File: config.mk
export PLATFORM = sky130hd
export DESIGN_NAME = task_responder_flat
export DESIGN_NICKNAME = d
export VERILOG_FILES = /design/src/rtl/task_seq_pkg.sv /design/src/rtl/task_responder_if.sv /design/src/rtl/task_responder_latency_counter.sv /design/src/rtl/task_responder.sv /design/src/flat_wrapper.sv
export SDC_FILE = /design/constraint.sdc
export NUM_CORES = 1
export LEC_CHECK = 0
export CAP_MARGIN = 20
export CORE_AREA = 2 2 50 52
export CTS_BUF_LIST = sky130_fd_sc_hd__clkbuf_8
export CTS_CLUSTER_SIZE = 12
export DETAILED_ROUTE_END_ITERATION = 6
export DIE_AREA = 0 0 52 54
export PLACE_DENSITY = 0.77
export REMOVE_ABC_BUFFERS = 1
export SYNTH_ARGS = -nofsm -noshare
export SYNTH_HDL_FRONTEND = slang
export SYNTH_HIERARCHICAL = 1
export SYNTH_SLANG_ARGS = --single-unit
File: constraint.sdc
create_clock -name clk -period 3.1 [get_ports clk]
set_clock_uncertainty 0.2 [all_clocks]
set_input_delay 0.31 -clock clk [delete_from_list [all_inputs] [get_ports clk]]
set_output_delay 0.31 -clock clk [all_outputs]
set_load 0.01 [all_outputs]
File: src/rtl/task_seq_pkg.sv
// Shared definitions for the start/done sequencing handshake: state
// encoding and default task parameters used by sequencer and responders.
package task_seq_pkg;

  localparam int CNT_W_C          = 8;
  localparam int DEFAULT_CYCLES_C = 4;

  typedef enum logic [1:0] {
    IDLE = 2'b00,
    RUN  = 2'b01,
    DONE = 2'b10
  } task_state_e;

endpackage

File: src/rtl/task_responder_if.sv
// Handshake bundle between a sequencer (master) and a task responder (slave).
interface task_responder_if #(
  parameter int CNT_W      = 8,
  parameter int DONE_CNT_W = 8
);

  logic                  start;
  logic [CNT_W-1:0]      cycles;
  logic                  stall;
  logic                  busy;
  logic                  done;
  logic                  overrun;
  logic [DONE_CNT_W-1:0] done_count;

  modport master (
    output start, cycles, stall,
    input  busy, done, overrun, done_count
  );

  modport slave (
    input  start, cycles, stall,
    output busy, done, overrun, done_count
  );

endinterface

File: src/rtl/task_responder_latency_counter.sv
// Loadable down-counter that times one task; term flags the last RUN cycle.
module latency_counter #(
  parameter int CNT_W = 8
) (
  input  logic             clk,
  input  logic             reset,
  input  logic             load,
  input  logic [CNT_W-1:0] load_val,
  input  logic             en,
  output logic             term
);

  logic [CNT_W-1:0] cnt_q;
  logic [CNT_W-1:0] cnt_d;

  // Next count: a load wins, otherwise step down while enabled and non-zero.
  always_comb begin
    cnt_d = cnt_q;
    if (load) begin
      cnt_d = load_val;
    end else if (en && (cnt_q != {CNT_W{1'b0}})) begin
      cnt_d = cnt_q - {{(CNT_W-1){1'b0}}, 1'b1};
    end else begin
      cnt_d = cnt_q;
    end
  end

  // Count register, cleared by the asynchronous reset.
  always_ff @(posedge clk or posedge reset) begin
    if (reset) begin
      cnt_q <= {CNT_W{1'b0}};
    end else begin
      cnt_q <= cnt_d;
    end
  end

  assign term = (cnt_q == {{(CNT_W-1){1'b0}}, 1'b1});

endmodule

File: src/rtl/task_responder.sv
// Worker end of the start/done handshake: accepts a start, runs for a
// programmable latency (stall freezes progress) and pulses done once.
module task_responder
  import task_seq_pkg::*;
#(
  parameter int CNT_W          = CNT_W_C,
  parameter int DEFAULT_CYCLES = DEFAULT_CYCLES_C,
  parameter int DONE_CNT_W     = 8
) (
  input  logic              clk,
  input  logic              reset,
  task_responder_if.slave   bus
);

  task_state_e           state_q;
  task_state_e           state_d;
  logic                  overrun_q;
  logic                  overrun_d;
  logic [DONE_CNT_W-1:0] done_count_q;
  logic [DONE_CNT_W-1:0] done_count_d;

  logic                  load_s;
  logic                  cnt_en_s;
  logic                  term_s;
  logic [CNT_W-1:0]      load_val_s;

  // A zero request means "use the default latency".
  always_comb begin
    load_val_s = bus.cycles;
    if (bus.cycles == {CNT_W{1'b0}}) begin
      load_val_s = CNT_W'(DEFAULT_CYCLES);
    end else begin
      load_val_s = bus.cycles;
    end
  end

  assign cnt_en_s = (state_q == RUN) && !bus.stall;

  latency_counter #(
    .CNT_W (CNT_W)
  ) u_latency_counter (
    .clk      (clk),
    .reset    (reset),
    .load     (load_s),
    .load_val (load_val_s),
    .en       (cnt_en_s),
    .term     (term_s)
  );

  // Next-state, counter load, overrun and completion-count logic.
  always_comb begin
    state_d      = state_q;
    load_s       = 1'b0;
    overrun_d    = overrun_q;
    done_count_d = done_count_q;
    case (state_q)
      IDLE: begin
        if (bus.start) begin
          load_s  = 1'b1;
          state_d = RUN;
        end else begin
          state_d = IDLE;
        end
      end
      RUN: begin
        // A start while running is dropped but remembered.
        if (bus.start) begin
          overrun_d = 1'b1;
        end else begin
          overrun_d = overrun_q;
        end
        if (!bus.stall && term_s) begin
          state_d      = DONE;
          done_count_d = done_count_q + {{(DONE_CNT_W-1){1'b0}}, 1'b1};
        end else begin
          state_d = RUN;
        end
      end
      DONE: begin
        // The sequencer may chain the next task straight out of DONE.
        if (bus.start) begin
          load_s  = 1'b1;
          state_d = RUN;
        end else begin
          state_d = IDLE;
        end
      end
      default: begin
        state_d = IDLE;
      end
    endcase
  end

  // State, sticky overrun and completion counter registers.
  always_ff @(posedge clk or posedge reset) begin
    if (reset) begin
      state_q      <= IDLE;
      overrun_q    <= 1'b0;
      done_count_q <= {DONE_CNT_W{1'b0}};
    end else begin
      state_q      <= state_d;
      overrun_q    <= overrun_d;
      done_count_q <= done_count_d;
    end
  end

  assign bus.busy       = (state_q != IDLE);
  assign bus.done       = (state_q == DONE);
  assign bus.overrun    = overrun_q;
  assign bus.done_count = done_count_q;

endmodule

File: src/flat_wrapper.sv
// flat-port wrapper written by rule: the top's interface ports become plain ports
module task_responder_flat import task_seq_pkg::*;
#(
  parameter int CNT_W          = CNT_W_C,
  parameter int DEFAULT_CYCLES = DEFAULT_CYCLES_C,
  parameter int DONE_CNT_W     = 8
)
  (clk, reset, bus_start, bus_cycles, bus_stall, bus_busy, bus_done, bus_overrun, bus_done_count);
  task_responder_if #(.CNT_W(CNT_W), .DONE_CNT_W(DONE_CNT_W)) bus_i ();
  input  logic clk;
  input  logic reset;
  input wire logic [$bits(bus_i.start)-1:0] bus_start;
  input wire logic [$bits(bus_i.cycles)-1:0] bus_cycles;
  input wire logic [$bits(bus_i.stall)-1:0] bus_stall;
  output wire logic [$bits(bus_i.busy)-1:0] bus_busy;
  output wire logic [$bits(bus_i.done)-1:0] bus_done;
  output wire logic [$bits(bus_i.overrun)-1:0] bus_overrun;
  output wire logic [$bits(bus_i.done_count)-1:0] bus_done_count;
  assign bus_i.start = bus_start;
  assign bus_i.cycles = bus_cycles;
  assign bus_i.stall = bus_stall;
  assign bus_busy = bus_i.busy;
  assign bus_done = bus_i.done;
  assign bus_overrun = bus_i.overrun;
  assign bus_done_count = bus_i.done_count;
  task_responder #(.CNT_W(CNT_W), .DEFAULT_CYCLES(DEFAULT_CYCLES), .DONE_CNT_W(DONE_CNT_W)) u_core (.clk(clk), .reset(reset), .bus(bus_i));
endmodule
==> qor.txt, run 1 <==
CTS Buf Count: 3
Mean post-synth cell area: 9.52 um^2
Largest area contributor in the netlist: dfrtp_1
Wire per inst: 14.6 um
Worst hold path class: input pin to async pin
DRT iter0 DRCs: 21
Slew Limit Fails: 0
Via/cell ratio: 5.57
Via count: 897
Sum Neg Setup Slack: 0 ps
H-tree depth: 1
Clk root buf: clkbuf_8
Share of cells above drive strength 1: 0.0763
P_leak: 0.000571 uW
Cell Area, Synth: 1100 um^2
Crit-path max FO: 10
Final setup viols: 0
Crit path kind: flop to flop
# hold bufs at CTS: 0
WP data arrival: 2610 ps
First-pass GRT wire length: 3850 um
Crit Reg-Reg Startpoint: u_core/u_latency_counter/cnt_q[2]
MaxCap Viol Count: 0
Setup crit start: u_core/u_latency_counter/cnt_q[2]
Area Overhead vs Synth: 23.3%
Pwr/cell area: 661 nW/um^2
Fmax: 376 MHz
Slew @ Worst Pin: 522 ps
Tot Pwr: 900 uW
Fillers: 200
Yosys top cell area share: 0.430
Seq/Total Area, Yosys: 0.430
Clock buffer depth: 2
Initial Util: 0.476
Vias in the first global route: 880
Die span in y: 54 um
Area of the core: 2320 um^2
# diodes: 0
Nets: 148
Final period util: 0.857
Final setup slack of the worst path: 442 ps
GRT Total Usage: 0.191
Pre-CTS setup slack: 498 ps
Minimum clock period: 2660 ps
# rows: 18
TritonCTS clock tree: built
Status: finished, final reports clean
Gr ovfl total: 0
Antenna violations before repair: 0
Register area: 475 um^2
Die Wd: 52 um
Distinct cells, synth: 41
Total die area: 2810 um^2
DR pass1 iterations: 4
Latest clock arrival within the worst-skew pair: 260 ps
Placer Congestion: 0.843
Clk pin slew, worst setup/hold paths: 70 ps
Worst slew margin: 0.651
WL final: 2350 um
Flop2flop setup slack: 440 ps
# DRC: 0
Synthesized flop and latch total: 19
Clk sinks: 19
DP Wirelength: 1700 um
CP startpoint kind: flop
Postcts setup bufs: 0
CP required: 3050 ps
Post-route ant nets: 0
Ys Warns: 6
Crit. End Element: flop
RSZ-0062 raised after global routing: no
Worst IR Drop VDD: 0.000367 V
I/O pin count: 23
Fin. Hold Viols: 0
Multi-input logic area: 549 um^2
Cts repair resizes: 0
Largest net degree at the start of global routing: 16
Synth Instances: 116
I/O Buffers: 22
Top cells by area, synth: dfrtp_1 (43%), xnor2_1 (4.8%), ha_1 (4.5%)
[state kept, by name, indices dropped and copies added, names as in the netlist]
| register | count |
|---|---|
| u_core/bus.overrun | 1 |
| u_core/bus.done_count | 8 |
| u_core/u_latency_counter/cnt_q | 8 |
| u_core/state_q | 2 |
[critical path, stage by stage (launching register included)]
cell and delay (ps):
dfrtp_1 430, or4_1 700, nor4b_1 380, and4bb_1 460
mux2_2 370
[cell families (layout without fill, tap and decap cells)]
group | after synthesis | count (layout) | synth area share
xor+xnor | 7 | 7 | 0.0555
flops | 19 | 19 | 0.430
compound gates | 19 | 19 | 0.119
buf+inv | 19 | 34 | 0.0725
mux | 1 | 1 | 0.0102
fa+ha+maj | 4 | 4 | 0.0453
simple gates | 47 | 47 | 0.267
[power breakdown]
part	internal, uW	switching [uW]
clock network	89.5	85.3
logic	158	175
registers	315	76.5
total	563	337
[cell usage after synthesis, drive strengths merged]
| cell type | instances |
|---|---|
| a21o | 1 |
| a21oi | 2 |
| a31oi | 5 |
| and2 | 5 |
| and2b | 1 |
| and3 | 1 |
| and4 | 1 |
| and4bb | 1 |
| buf | 2 |
| clkbuf | 10 |
| clkinv | 1 |
| dfrtp | 19 |
| ha | 4 |
| inv | 6 |
| mux2 | 1 |
| nand2 | 3 |
| nand3 | 3 |
| nand4 | 5 |
| nor2 | 8 |
| nor2b | 2 |
| nor3 | 2 |
| nor3b | 3 |
| nor4 | 1 |
| nor4b | 1 |
| o2111ai | 2 |
| o211ai | 1 |
| o21ai | 2 |
| o21bai | 1 |
| o22ai | 1 |
| o311ai | 1 |
| o31ai | 1 |
| o41ai | 2 |
| or2 | 1 |
| or2b | 1 |
| or3b | 1 |
| or4 | 5 |
| or4b | 2 |
| xnor2 | 6 |
| xor2 | 1 |
[cell type report]
cell class	count	area share
multi-input cells	78	0.403
repair buffers	23	0.167
clock inverters	1	0.00367
flip-flops and latches	19	0.349
well taps	30	0.0275
inverters	7	0.0193
clock buffers	3	0.0303
[path summary, 6_finish.rpt]
path | endpoint | depth (start not counted)
max in group asynchronous | u_core/bus.done_count[4] | 2
hold / removal | u_core/u_latency_counter/cnt_q[6] | 2
setup / recovery | u_core/bus.done_count[1] | 4
min in group clk | u_core/bus.overrun | 1
setup reg to reg | u_core/bus.done_count[1] | 4
hold reg to reg | u_core/bus.overrun | 1
[per-layer routing]
metal	track usage	part of all wire	vias up
met2	0.302	0.48	32
met1	0.247	0.44	415
met5	0	0	-
met4	0.101	0.016	0
met3	0.0361	0.063	5
li1	-	-	445
[per-stage QoR]
stage / hold WS [ps] / cell area [um^2] / utilization / std cells
after global placement: 258 / 1320 / 0.567 / 157
final: 145 / 1360 / 0.587 / 161
after CTS: 148 / 1360 / 0.587 / 161
after detailed placement: 276 / 1320 / 0.567 / 157
after global routing: 169 / 1360 / 0.587 / 161
after floorplan: -74.3 / 1050 / - / 104
[cells in the final DEF, fill, tap and decap left out, types with 2 or more instances in the layout]
cell	synthesis	layout
clkdlybuf4s50_1	0	22
dfrtp_1	19	19
nor2_1	8	8
xnor2_1	6	6
inv_1	6	6
and2_1	5	5
nand4_1	5	5
or4_1	5	5
a31oi_1	5	5
ha_1	4	4
clkbuf_8	0	3
nand2_1	3	3
nand3_1	3	3
nor3b_1	3	3
nor3_1	2	2
nor2b_1	2	2
o21ai_0	2	2
o2111ai_1	2	2
a21oi_1	2	2
o41ai_1	2	2
No activity file was read; power rests on OpenSTA's default activity.
==> inputs of run 2 (changes only) <==
--- a/config.mk
+++ b/config.mk
@@ -17,3 +17,4 @@
 export SYNTH_HDL_FRONTEND = slang
 export SYNTH_HIERARCHICAL = 1
 export SYNTH_SLANG_ARGS = --single-unit
+export TNS_END_PERCENT = 10
==> results of run 2 <==
The final DEF is identical to that of run 1; final timing and power are the same.
